--- config.mk ---
export PLATFORM = sky130hd
export DESIGN_NAME = multdiv_issue_ctrl
export DESIGN_NICKNAME = d
export VERILOG_FILES = /design/src/rtl/multdiv_ctrl_pkg.sv /design/src/rtl/mdc_timeout_counter.sv /design/src/rtl/multdiv_issue_ctrl.sv
export SDC_FILE = /design/constraint.sdc
export NUM_CORES = 1
export LEC_CHECK = 0
export ABC_AREA = 0
export BUFFER_PORTS_ARGS = -buffer_cell sky130_fd_sc_hd__buf_2
export CORE_UTILIZATION = 47
export DETAILED_ROUTE_END_ITERATION = 6
export GPL_ROUTABILITY_DRIVEN = 0
export PLACE_DENSITY_LB_ADDON = 0.2
export SLEW_MARGIN = 5
export SYNTH_ARGS = -nofsm -noshare
export SYNTH_HDL_FRONTEND = slang
export SYNTH_HIERARCHICAL = 1
export SYNTH_SLANG_ARGS = --single-unit
--- constraint.sdc ---
create_clock -name clock -period 2.3 [get_ports clock]
set_input_delay 0.575 -clock clock [delete_from_list [all_inputs] [get_ports clock]]
set_output_delay 0.575 -clock clock [all_outputs]
set_load 0.01 [all_outputs]
--- src/rtl/multdiv_ctrl_pkg.sv ---
// Shared definitions for the multdiv issue controller: FSM state encoding,
// the rstatus register index and the exception codes written to it.
package multdiv_ctrl_pkg;

  typedef enum logic [1:0] {
    ST_IDLE  = 2'd0,
    ST_ISSUE = 2'd1,
    ST_WAIT  = 2'd2,
    ST_DONE  = 2'd3
  } state_t;

  localparam logic [4:0]  RSTATUS_REG = 5'd30;
  localparam logic [31:0] RS_MULT_OVF = 32'd4;
  localparam logic [31:0] RS_DIV_ZERO = 32'd5;
  localparam logic [31:0] RS_TIMEOUT  = 32'd6;

endpackage

--- src/rtl/mdc_timeout_counter.sv ---
// Loadable up-counter with a terminal flag, used as the WAIT watchdog.
// term is high while the count equals LIMIT-1, i.e. during the LIMIT-th
// enabled cycle after a load. LIMIT must be at least 1.
module mdc_timeout_counter #(
  parameter int unsigned LIMIT = 40
) (
  input  logic clock,
  input  logic clrn,
  input  logic load,
  input  logic en,
  output logic term
);

  localparam int unsigned W = (LIMIT < 2) ? 1 : $clog2(LIMIT);

  logic [W-1:0] count;

  assign term = (count == W'(LIMIT - 1));

  // Clear on load, otherwise count enabled cycles and hold at the terminal value.
  always_ff @(posedge clock or negedge clrn) begin
    if (!clrn) begin
      count <= '0;
    end else if (load) begin
      count <= '0;
    end else if (en && !term) begin
      count <= count + 1'b1;
    end
  end

endmodule

--- src/rtl/multdiv_issue_ctrl.sv ---
// Execute-stage initiator for the iterative multdiv unit. Latches the
// operands of a mult/div, pulses the matching start for one cycle, stalls
// the pipeline until the unit reports ready, then issues one writeback
// (to rd, or to rstatus r30 with an exception code).
//
// Handshake: a start is taken only in IDLE when ex_is_mult|ex_is_div is
// high; stall stays high from that cycle until DONE, so the instruction is
// held in execute. md_resultRDY is only honoured from the second WAIT cycle
// on, which masks a ready left over from an earlier operation.
//
// Optional feature: define MULTDIV_TIMEOUT_EN to add a WAIT watchdog that
// forces DONE with rstatus code 6 after TIMEOUT_CYCLES WAIT cycles.
module multdiv_issue_ctrl
  import multdiv_ctrl_pkg::*;
#(
  parameter int unsigned TIMEOUT_CYCLES = 40
) (
  input  logic        clock,
  input  logic        clrn,
  input  logic        ex_is_mult,
  input  logic        ex_is_div,
  input  logic [31:0] ex_operandA,
  input  logic [31:0] ex_operandB,
  input  logic [4:0]  ex_rd,
  output logic        md_ctrl_MULT,
  output logic        md_ctrl_DIV,
  output logic [31:0] md_operandA,
  output logic [31:0] md_operandB,
  input  logic [31:0] md_result,
  input  logic        md_exception,
  input  logic        md_resultRDY,
  output logic        stall,
  output logic        wb_valid,
  output logic [4:0]  wb_rd,
  output logic [31:0] wb_data
);

  state_t     state;
  logic       op_mult;
  logic       blank;
  logic [4:0] rd_q;
  logic       start;
  logic       ready;
  logic       timeout;

  assign start = ex_is_mult | ex_is_div;
  assign ready = md_resultRDY & ~blank;

  // Held low during reset so every output reads 0 while clrn is asserted.
  assign stall = clrn & (((state == ST_IDLE) & start) |
                         (state == ST_ISSUE) |
                         (state == ST_WAIT));

`ifdef MULTDIV_TIMEOUT_EN
  logic tmo_term;

  mdc_timeout_counter #(
    .LIMIT(TIMEOUT_CYCLES)
  ) u_timeout (
    .clock (clock),
    .clrn  (clrn),
    .load  (state == ST_ISSUE),
    .en    (state == ST_WAIT),
    .term  (tmo_term)
  );

  assign timeout = (state == ST_WAIT) & tmo_term;
`else
  logic unused_timeout;
  assign unused_timeout = TIMEOUT_CYCLES[0];
  assign timeout = 1'b0;
`endif

  // Control FSM with registered start pulses, operand latches and writeback.
  always_ff @(posedge clock or negedge clrn) begin
    if (!clrn) begin
      state        <= ST_IDLE;
      op_mult      <= 1'b0;
      blank        <= 1'b0;
      rd_q         <= '0;
      md_ctrl_MULT <= 1'b0;
      md_ctrl_DIV  <= 1'b0;
      md_operandA  <= '0;
      md_operandB  <= '0;
      wb_valid     <= 1'b0;
      wb_rd        <= '0;
      wb_data      <= '0;
    end else begin
      md_ctrl_MULT <= 1'b0;
      md_ctrl_DIV  <= 1'b0;
      case (state)
        ST_IDLE: begin
          if (start) begin
            md_operandA  <= ex_operandA;
            md_operandB  <= ex_operandB;
            rd_q         <= ex_rd;
            op_mult      <= ex_is_mult;
            md_ctrl_MULT <= ex_is_mult;
            md_ctrl_DIV  <= ~ex_is_mult;
            state        <= ST_ISSUE;
          end
        end
        ST_ISSUE: begin
          blank <= 1'b1;
          state <= ST_WAIT;
        end
        ST_WAIT: begin
          blank <= 1'b0;
          if (ready) begin
            if (md_exception) begin
              wb_valid <= 1'b1;
              wb_rd    <= RSTATUS_REG;
              wb_data  <= op_mult ? RS_MULT_OVF : RS_DIV_ZERO;
            end else begin
              wb_valid <= (rd_q != 5'd0);
              wb_rd    <= rd_q;
              wb_data  <= md_result;
            end
            state <= ST_DONE;
          end else if (timeout) begin
            wb_valid <= 1'b1;
            wb_rd    <= RSTATUS_REG;
            wb_data  <= RS_TIMEOUT;
            state    <= ST_DONE;
          end
        end
        ST_DONE: begin
          wb_valid <= 1'b0;
          wb_rd    <= '0;
          wb_data  <= '0;
          state    <= ST_IDLE;
        end
        default: state <= ST_IDLE;
      endcase
    end
  end

endmodule
Word-level counts from Yosys, hierarchy flattened

Index checks and enable logic that the tools add are counted.

Equality and inequality tests: 5
Mux-type cells: 18
Bitwise gates (word level): 8
Reduce and logical (&&, ||, !) cells: 7

Operators with widths:

| cell                 | number |
|---|---|
| $mux W32             | 2 |
| $pmux W32 S2         | 1 |
| $mux W5              | 2 |
| $pmux W5 S2          | 1 |
| $pmux W2 S4          | 1 |
| $mux W1              | 7 |
| $reduce_and A2 Y1    | 3 |
| $reduce_bool A5 Y1   | 1 |
| $eq A2 B2 Y1 const B | 2 |
| $mux W2              | 2 |
| $ne A2 B2 Y1 const B | 2 |
| $pmux W1 S2          | 2 |
| $reduce_bool A2 Y1   | 2 |
| $and A1 B1 Y1        | 3 |
| $or A1 B1 Y1         | 3 |
| $eq A2 B1 Y1 const B | 1 |
| $logic_not A2 Y1     | 1 |
| $not A1 Y1           | 2 |

Register bits after elaboration: 113
Input bits: 107
Output and inout bits: 105
Logic and storage cells: 49

Longest topological paths before layout

Gate-level depths: netlist (run 1).

Word-level depth: 5
Gate-level depth with buffers: 7
Gate-level depth less buffers: 5

Worst setup path before layout (run 1)

Ideal clock, no wire load.

Path kind: register -> output
Start point: reg state[0]
End point: out stall
Data arrival time: 1259 ps
Data required time: 1725 ps
Slack: 466 ps
Cell stages (with the launch flop): 6
Buffers on the path: 1
Cells stage by stage: dfrtp_1 > inv_1 > ha_1 > o21ai_2 > buf_4 > a21boi_0

Longest elaborated chain between the ends: 5
Elaborated cells on any way between the ends: 7
Those cells by class: eq/ne: 2; bitwise: 4; reduce/logical: 1

RTL lines:

| element                | line                      | RTL |
|---|---|---|
| from (decl)            | multdiv_issue_ctrl.sv:38  | `state_t state;` |
| from (signal assigned) | multdiv_issue_ctrl.sv:77  | `state <= ST_IDLE;` |
| from (signal assigned) | multdiv_issue_ctrl.sv:100 | `state <= ST_ISSUE;` |
| from (signal assigned) | multdiv_issue_ctrl.sv:105 | `state <= ST_WAIT;` |
| $logic_not A2 Y1       | multdiv_issue_ctrl.sv:50  | `assign stall = clrn & (((state == ST_IDLE) & start) \|` |
| $and A1 B1 Y1          | multdiv_issue_ctrl.sv:50  |  |
| $or A1 B1 Y1           | multdiv_issue_ctrl.sv:50  |  |
| $or A1 B1 Y1 (*)       | multdiv_issue_ctrl.sv:51  | `(state == ST_ISSUE) \|` |
| $and A1 B1 Y1 (*)      | multdiv_issue_ctrl.sv:50  |  |
| to (decl)              | multdiv_issue_ctrl.sv:32  | `output logic stall,` |

Every way passes the cells marked *; elsewhere a longest branch is shown, timed or not.

Worst setup path in the final report (run 1)

Ends and elaborated chain as after synthesis.

==> results of run 1 <==
power by group through the flow:
stage / clock (mW) / sequential (mW) / combinational, mW
floorplan: 0 / 3.77 / 2.01
global placement: 0 / 3.36 / 3.53
detailed placement: 0 / 3.41 / 3.63
CTS: 2.58 / 3.40 / 3.68
global route: 2.67 / 3.52 / 3.96
finish: 2.52 / 3.40 / 3.64
sequential cells by signal (all words and copies together), names as in the netlist:
register and flops:
wb_data 32, blank 1, md_operandB 32, state 2
op_mult 1, md_operandA 32, md_ctrl_DIV 1, wb_rd 5
wb_valid 1, rd_q 5, md_ctrl_MULT 1
path summary, 6_finish.rpt:
kind                                     start              to  slack [ps]
worst min register to register  md_operandA[5]  md_operandA[5]         490
worst max register to register        state[0]     wb_data[30]         390
worst max-delay path                  state[0]           stall          90
worst min-delay path                      clrn      wb_data[4]         170
max in group asynchronous                 clrn        wb_rd[2]        1610
min in group clock              ex_operandA[5]  md_operandA[5]         290
cell usage after synthesis, types with 2 or more instances:
cell type	count
nor2_1	12
mux2_1	10
buf_12	3
mux2_2	66
buf_4	7
inv_1	35
clkbuf_1	3
nand2_1	32
ha_1	5
buf_6	2
dfrtp_1	113
mux2i_1	32
per-layer routing:
metal  share of wire [%]  wire length [um]  global-route usage, %  vias up
met4                 1.5               161                   8.81        0
met1                  41              4360                   25.0     1570
met2                  50              5230                   35.2      135
met3                 7.6               803                   7.73       12
li1                    -                 -                      -     1555
met5                   0                 0                      0        -
area by class of cell:
type | instances | area (um2) | area share, %
multi-input cells | 174 | 1580 | 24.6
repair buffers | 216 | 1130 | 17.7
inverters | 35 | 131 | 2.05
clock buffers | 22 | 473 | 7.38
flip-flops and latches | 113 | 2830 | 44.1
well taps | 129 | 161 | 2.52
clock inverters | 9 | 106 | 1.66
what timing repair did:
item                       in CTS  in global routing
setup buffers                   0                  1
setup endpoints to repair       1                  1
resized for setup               6                  2
cloned                          0                  0
critical path: cells and delay by family (launching register included):
| kind | cells | cell delay, ps |
|---|---|---|
| buffers and inverters | 2 | 280 |
| AO/OA/AOI/OAI | 2 | 270 |
| adder cells (fa/ha/maj) | 1 | 170 |
| flip-flops | 1 | 420 |
stage by stage:
| stage | setup slack (ps) | area [um2] | power [mW] | setup TNS [ps] |
|---|---|---|---|---|
| after floorplan | 466 | 4640 | 5.78 | 0 |
| after global placement | 400 | 5790 | 6.89 | 0 |
| after detailed placement | 296 | 5790 | 7.04 | 0 |
| after CTS | 20.3 | 6400 | 9.66 | 0 |
| after global routing | -5.17 | 6410 | 10.2 | -5.17 |
| final | 87.2 | 6410 | 9.56 | 0 |
kinds of logic (layout without fill, tap and decap cells):
logic type | Yosys count | count (layout) | share of synthesized area (%)
compound gates | 10 | 10 | 1.75
fa+ha+maj | 5 | 5 | 1.35
buf+inv | 51 | 282 | 6.09
flops | 113 | 113 | 60.9
mux | 108 | 108 | 25.3
simple gates | 51 | 51 | 4.58
==> summary.md, run 1 <==
| Metric | Value |
|---|---|
| Initial Utilization | 49.3% |
| I/O Pins | between 200 and 250 |
| 1st-pass router iterations | 4 |
| Leak pwr | 3.41 nW |
| Combinational power share | 38.1% |
| Vias per Instance | 4.69 |
| Sink Count | 113 |
| Post-Route WL | 10,600 um |
| VDD IR-drop max | 777 uV |
| Post-Syn Area | about 4600 um2 |
| Sequential-to-total area share from yosys stat | 60.9% |
| Rows | 35 |
| Number of synthesized register bits | 113 |
| Syn_area_per_cell | 13.7 um2 |
| Synth top area cells | dfrtp_1, mux2_2, mux2i_1 |
| Sw Share | 32.8% |
| CTS Buf Count | 17 |
| Synth-to-Final Area Change | 38.0% |
| DRT iter0 DRCs | between 100 and 150 |
| CTS tree | yes |
| DR WL/cell | between 15 and 20 um |
| Synth Flop Type | dfrtp_1 |
| Crit path launch type | register |
| Syn nets | 450 |
| Crit path DAT | about 1600 ps |
| Min cycle time layout | between 2000 and 2500 ps |
| Share of cells above drive strength 1 | 56.4% |
| PwrDens | roughly 1500 nW/um2 |
| Cell taking the most area after synthesis | dfrtp_1 |
| Most frequent cells in the layout | buf_2, dfrtp_1, mux2_2, inv_1 |
| Reg power frac | 35.5% |
| CTS Buffer Depth | 2 |
| Worst hold-check path type | input pin to asynchronous set/reset pin |
| Fmax | 452 MHz |
| Clk_skew | 7.74 ps |
| Die Ht | 101 um |
| Worst hold margin | 166 ps |
| Gate Count Post-Synth | 338 |
| Final instance count without filler cells | 698 |
| CP Cell Sequence | inv_2 -> ha_4 -> o21ai_4 -> a21boi_2 -> buf_2 |
| Crit end category | output pin |
| Core box area | 9420 um2 |
| Required @ worst endpoint | 1730 ps |
| Max-cap violations | 0 |
| Clk Latency, worst-skew pair | 500 ps |
| Final Max Slew Viols | 0 |
| Global route overflow | 0 |
| Initial antenna violation count | 0 |
| Post-placement cell count | 666 |
| Critical path class | register to output pin |
| CP max-delay cell | dfrtp_1 |
| Status | finished clean |
| Vias | 3,272 |
| Fin util | between 60% and 70% |
| Clock power share | 26.3% |
| First-pass GRT wire length | 16,300 um |
| Hold Violations, Final | 0 |
| Final HPWL DP | 7450 um |
| Nets | 669 |
| Worst r2r path cells | 6 |
| Pin count of the biggest net entering global routing | 114 |
| I/O Buffers | 211 |
| Slew @ Worst Pin | 640 ps |
| Fill cells | around 730 |
| Commonest non-fill, non-tap cell in the layout | buf_2 |
| CTS root buffer | clkbuf_8 |
| Gr usage total | 21.2% |
| Net Sw Power | 3.14 mW |
| Yosys top cell area share | 60.9% |
| CTS Hold Bufs | 0 |
| Post-DRT Antenna Nets | 0 |
| Crit path max fanout | 7 |
| Relative slew slack | 57.4% |
| Crit path largest cell delay | roughly 420 ps |
| Pint | between 6 and 7 mW |
| CTS H-Tree Depth | 4 |
| EDFF count, synth | 0 |
| Antenna diode count | 0 |
| Die Width | a little over 100 um |
| Die area | approximately 10,000 um2 |
| Fin crit share | 96.2% |
| DRC viols | 0 |
| Number of global-route vias before repair | 3,394 |
| Clock transition at the registers of the reported paths | 50 ps |
| Synth warn | 6 |
| Setup violators final | 0 |
| Ys async rst share | 100% |
| Netlist cell types | 30 |
No activity file was read; power rests on OpenSTA's default activity.
==> run 2, diff against run 1 <==
Settings changed: REMOVE_ABC_BUFFERS set to 1.
==> run 2 against run 1 <==
Against the previous run:
- global-route usage decreased by 0.35 points
- critical path type unchanged
- total power up 1.5%
- via count fell by 0.73%
- first-iteration DRC count is 41% lower
- clock power increased by 6%
- largest power group unchanged
- combinational power about the same
- clock-buffer cell count decreased by 4
- routed wire length is 3.5% lower
- design area is 0.68% higher
- sequential share of layout area down 0.30 points
- sequential cell count did not move
==> summary.md, run 2 (synthesis results as in run 1) <==
| Metric | Value |
|---|---|
| Status | finished clean |
| I/O Pins | 212 (unchanged) |
| CTS Buffer Depth | 2 (unchanged) |
| CTS Hold Bufs | 0 (unchanged) |
| Reg power frac | 34.8% (-0.7 points) |
| Required @ worst endpoint | 1730 ps (about the same) |
| Most frequent cells in the layout | buf_2, dfrtp_1, mux2_2, inv_1 |
| Hold Violations, Final | 0 (unchanged) |
| Die Width | 101 um (unchanged) |
| Gr usage total | 20.8% (-0.35 points) |
| CP Cell Sequence | inv_2 -> ha_4 -> nor2_1 -> a21boi_1 -> buf_2 |
| Crit path largest cell delay | 430 ps (about the same) |
| CTS tree | yes |
| Commonest non-fill, non-tap cell in the layout | buf_2 |
| Final HPWL DP | 7230 um (-2.9%) |
| CTS H-Tree Depth | 4 (unchanged) |
| Nets | 669 (unchanged) |
| Number of global-route vias before repair | 3,464 (+2.1%) |
| 1st-pass router iterations | 4 (unchanged) |
| CTS Buf Count | 17 (unchanged) |
| Clock transition at the registers of the reported paths | 60 ps (about the same) |
| Post-DRT Antenna Nets | 0 (unchanged) |
| Fin crit share | 93.4% (-2.8 points) |
| Relative slew slack | 61.0% (+3.6 points) |
| Clk Latency, worst-skew pair | 500 ps (about the same) |
| Max-cap violations | 0 (unchanged) |
| Synth-to-Final Area Change | 39.0% |
| VDD IR-drop max | 1100 uV (+41%) |
| Setup bufs post-CTS | 0 (unchanged) |
| Setup violators final | 0 (unchanged) |
| Clk_skew | 4.32 ps (-3.42 ps) |
| Global route overflow | 0 (unchanged) |
| Leak pwr | 3.43 nW (+0.41%) |
| Min cycle time layout | 2150 ps (-63.9 ps) |
| Core box area | 9420 um2 (unchanged) |
| Initial antenna violation count | 0 (unchanged) |
| Die Ht | 101 um (unchanged) |
| Rows | 35 (unchanged) |
| Post-Route WL | 10,200 um (-3.5%) |
| Combinational power share | 37.5% (-0.6 points) |
| Sw Share | 32.3% (-0.55 points) |
| DR WL/cell | 14.6 um (-3.5%) |
| I/O Buffers | 211 (unchanged) |
| Clock power share | 27.7% (+1.4 points) |
| CTS root buffer | clkbuf_8 |
| Pint | 6.57 mW (+2.3%) |
| Fmax | 465 MHz (+3.0%) |
| Crit path max fanout | 7 (unchanged) |
| Vias | 3,248 (-0.73%) |
| Slew @ Worst Pin | 586 ps (-53.9 ps) |
| Crit end category | output pin |
| Share of cells above drive strength 1 | 56.4% (unchanged) |
| Die area | 10,300 um2 (unchanged) |
| Worst r2r path cells | 6 (unchanged) |
| Total chip power | 9.70 mW (+1.5%) |
| RSZ-0062 raised after global routing | false |
| DRC viols | 0 (unchanged) |
| Vias per Instance | 4.65 (-0.73%) |
| Crit path DAT | 1570 ps (-70 ps) |
| Antenna diode count | 0 (unchanged) |
| Pin count of the biggest net entering global routing | 114 (unchanged) |
| Final Max Slew Viols | 0 (unchanged) |
| Fill cells | 722 (-1.2%) |
| Net Sw Power | 3.13 mW (-0.23%) |
| PwrDens | 1500 nW/um2 (+0.77%) |
| Worst r2r src | state[0] |
| Setup crit start | state[0] |
| Initial Utilization | 49.3% (unchanged) |
| DRT iter0 DRCs | 63 (-41%) |
| Sink Count | 113 (unchanged) |
| First-pass GRT wire length | 16,200 um (-0.38%) |
| Critical path class | register to output pin |
| Crit path launch type | register |
| Regs by FF count | md_operandA (32), md_operandB (32), wb_data (32) |
| Setup TNS | 0 ps (unchanged) |
| CP max-delay cell | dfrtp_1 |
| Worst hold-check path type | input pin to asynchronous set/reset pin |
==> run 2: worst paths after layout <==
| check | end | slack, ps |
|---|---|---|
| max | stall | 150 |
| max in group asynchronous | md_operandA[20] | 1690 |
| max reg2reg | wb_rd[0] | 550 |
| min | wb_data[20] | 190 |
| min reg2reg | md_operandA[2] | 490 |
| min in group clock | md_operandA[8] | 290 |
==> run 2: routing by layer <==
layer	global-route usage (%)	vias up	part of all wire, %
li1	-	1557	-
met1	24.5	1559	40
met2	35.3	120	51
met3	6.63	12	6.9
met4	8.70	0	1.6
met5	0	-	0
==> run 2: cell type report <==
| cell class | instances | area [um2] | area share (%) |
|---|---|---|---|
| Clock buffer | 18 | 428 | 6.63 |
| Multi-Input combinational cell | 174 | 1570 | 24.4 |
| Clock inverter | 13 | 186 | 2.89 |
| Sequential cell | 113 | 2830 | 43.8 |
| Tap cell | 129 | 161 | 2.50 |
| Inverter | 35 | 131 | 2.04 |
| Timing Repair Buffer | 216 | 1150 | 17.8 |
==> run 2: worst max-delay path: cells and delay by family (launching register included) <==
| family | cells | cell delay [ps] |
|---|---|---|
| flip-flops | 1 | 430 |
| adder cells (fa/ha/maj) | 1 | 180 |
| AND/OR/NAND/NOR | 1 | 50 |
| AO/OA/AOI/OAI | 1 | 140 |
| buffers and inverters | 2 | 290 |
==> run 2: power groups by stage <==
stage                     clock (mW)  sequential [mW]  combinational (mW)
after floorplan                    0             3.77                1.82
after global placement             0             3.35                3.55
after detailed placement           0             3.39                3.65
after CTS                       2.74             3.37                3.67
after global routing            2.83             3.49                3.99
final                           2.68             3.38                3.64
==> run 2: metrics by stage <==
step | hold WS (ps) | setup WS, ps | area (um2) | std cells | utilization (%)
2_1_floorplan | 279 | -1190 | 4490 | 322 | -
3_3_place_gp | 471 | 550 | 5810 | 667 | 61.8
3_5_place_dp | 480 | 460 | 5810 | 667 | 61.8
4_1_cts | 213 | 20.8 | 6430 | 698 | 68.3
5_1_grt | 242 | 30.1 | 6450 | 698 | 68.5
6_report | 190 | 151 | 6450 | 698 | 68.5
==> run 2: what timing repair did <==
item | 4_1_cts | 5_1_grt
gates resized for setup | 2 | 5
cloned | 0 | 0
endpoints found under the setup margin | 1 | 1
==> run 3, diff against run 2 <==
Settings changed: MAX_ROUTING_LAYER set to met4.
==> run 3 against run 2 <==
Against the previous run:
- routed wire length rose by 0.34%
- die area stayed put
- via count rose by 0.74%
- sequential power hardly changed
- sequential share of layout area unchanged
- register-to-register slack about the same
- cell count did not move
- critical path depth unchanged
- fmax down 0.14%
- clock power barely moved
- non-clock buffer count is the same
- highest routed layer unchanged
==> summary.md, run 3 (synthesis results as in run 1) <==
| Metric | Value |
|---|---|
| Die Width | 101 um (unchanged) |
| Hold Violations, Final | 0 (unchanged) |
| CTS Buffer Depth | 2 (unchanged) |
| Critical path class | register to output pin |
| Core box area | 9420 um2 (unchanged) |
| Placed inst area | 5810 um2 (unchanged) |
| Clock transition at the registers of the reported paths | 50 ps (about the same) |
| I/O Pins | 212 (unchanged) |
| Total chip power | 9.70 mW (about the same) |
| Antenna diode count | 0 (unchanged) |
| First-pass GRT wire length | 16,300 um (+0.22%) |
| CTS H-Tree Depth | 4 (unchanged) |
| Final HPWL DP | 7230 um (unchanged) |
| Clk Latency, worst-skew pair | 500 ps (about the same) |
| Clock power share | 27.7% (about the same) |
| Global route overflow | 0 (unchanged) |
| Setup TNS | 0 ps (unchanged) |
| Die area | 10,300 um2 (unchanged) |
| Die Ht | 101 um (unchanged) |
| Worst r2r src | state[0] |
| Initial Utilization | 49.3% (unchanged) |
| Sw Share | 32.3% (about the same) |
| Pint | 6.57 mW (about the same) |
| Setup violators final | 0 (unchanged) |
| Fin crit share | 93.6% (+0.13 points) |
| DRT iter0 DRCs | 69 (+9.5%) |
| CTS Hold Bufs | 0 (unchanged) |
| PwrDens | 1500 nW/um2 (about the same) |
| Post-Route WL | 10,200 um (+0.34%) |
| Worst r2r path cells | 6 (unchanged) |
| Synth-to-Final Area Change | 39.0% (unchanged) |
| Slew @ Worst Pin | 590 ps (+4.32 ps) |
| Crit path launch type | register |
| Most frequent cells in the layout | buf_2, dfrtp_1, mux2_2, inv_1 |
| Fill cells | 722 (unchanged) |
| Leak pwr | 3.43 nW (unchanged) |
| Clk_skew | 4.88 ps (+0.552 ps) |
| Nets | 669 (unchanged) |
| CTS Buf Count | 17 (unchanged) |
| Sink Count | 113 (unchanged) |
| Post-place setup slack | 460 ps (unchanged) |
| Worst hold margin | 198 ps (+7.81 ps) |
| Worst hold-check path type | input pin to asynchronous set/reset pin |
| Crit path max fanout | 7 (unchanged) |
| Share of cells above drive strength 1 | 56.4% (unchanged) |
| Crit end category | output pin |
| CTS root buffer | clkbuf_8 |
| Net Sw Power | 3.13 mW (about the same) |
| Final Max Slew Viols | 0 (unchanged) |
| Setup bufs post-CTS | 0 (unchanged) |
| Required @ worst endpoint | 1730 ps (about the same) |
| Pin count of the biggest net entering global routing | 114 (unchanged) |
| Vias per Instance | 4.69 (+0.74%) |
| Fin util | 68.5% (unchanged) |
| Area of the multi-input gates | 1570 um2 (unchanged) |
| I/O Buffers | 211 (unchanged) |
| CTS resizes | 2 (unchanged) |
| Combinational power share | 37.5% (about the same) |
| Post-route cell area | 6450 um2 (unchanged) |
| CTS tree | yes |
| Min cycle time layout | 2150 ps (+3.01 ps) |
| Final instance count without filler cells | 698 (unchanged) |
| Relative slew slack | 60.7% (-0.29 points) |
| Reg power frac | 34.8% (about the same) |
| Post-placement cell count | 667 (unchanged) |
| Post-DRT Antenna Nets | 0 (unchanged) |
| DR WL/cell | 14.6 um (+0.34%) |
| Fmax | 465 MHz (-0.14%) |
| Flop2flop setup slack | 540 ps (about the same) |
| Regs by FF count | md_operandA (32), md_operandB (32), wb_data (32) |
| VDD IR-drop max | 1090 uV (-0.20%) |
| Worst Slack Setup Final | 148 ps (-3.01 ps) |
| Crit path DAT | 1580 ps (about the same) |
| Max-cap violations | 0 (unchanged) |
| Sequential Area | 2830 um2 (unchanged) |
| Commonest non-fill, non-tap cell in the layout | buf_2 |
| RSZ-0062 raised after global routing | false |
| Number of global-route vias before repair | 3,455 (-0.26%) |
| Rows | 35 (unchanged) |
| Status | finished clean |
| Critical R2R Capture | wb_rd[0] |
| Gr usage total | 21.5% (+0.72 points) |
| 1st-pass router iterations | 4 (unchanged) |
| Vias | 3,272 (+0.74%) |
| Initial antenna violation count | 0 (unchanged) |
| DRC viols | 0 (unchanged) |
==> run 3: cell counts in the layout (fill, tap and decap cells not counted) <==
Identical to the previous run, type by type.
==> run 3: layout make-up <==
type	instances	share of cell area (%)
repair buffers	216	17.8
clock buffers	18	6.63
inverters	35	2.04
clock inverters	13	2.89
well taps	129	2.50
multi-input cells	174	24.4
flip-flops and latches	113	43.8
==> run 3: worst max path at each step <==
stage                          from  cells after the start  slack [ps]     endpoint
after floorplan           ex_is_div                      2       -1190        stall
after global placement     state[0]                      6         550   wb_data[5]
after detailed placement   state[0]                      6         460  wb_data[26]
after CTS                  state[0]                      5          20        stall
after global routing       state[0]                      5          30        stall
final                      state[0]                      5         150        stall
==> run 3: power by group through the flow <==
| stage | logic, mW | registers (mW) | clock network [mW] |
|---|---|---|---|
| after global placement | 3.55 | 3.35 | 0 |
| after global routing | 3.99 | 3.49 | 2.83 |
| after floorplan | 1.82 | 3.77 | 0 |
| after detailed placement | 3.65 | 3.39 | 0 |
| after CTS | 3.67 | 3.37 | 2.74 |
| final | 3.64 | 3.37 | 2.69 |
==> run 3: per-layer routing <==
metal  track usage (%)  wire length (um)  vias to the layer above  part of all wire (%)
li1                  -                 -                     1560                     -
met1              25.0              4190                     1578                    41
met2              35.3              5210                      121                    51
met3              5.87               659                       13                   6.4
met4              9.03               164                        0                   1.6
met5                 -                 0                        -                     0
==> run 3: worst max-delay path, cell delays in order (launching register included) <==
cell and delay, ps:
dfrtp_1 430, inv_2 140, ha_4 180, nor2_1 50
a21boi_1 140, buf_2 150
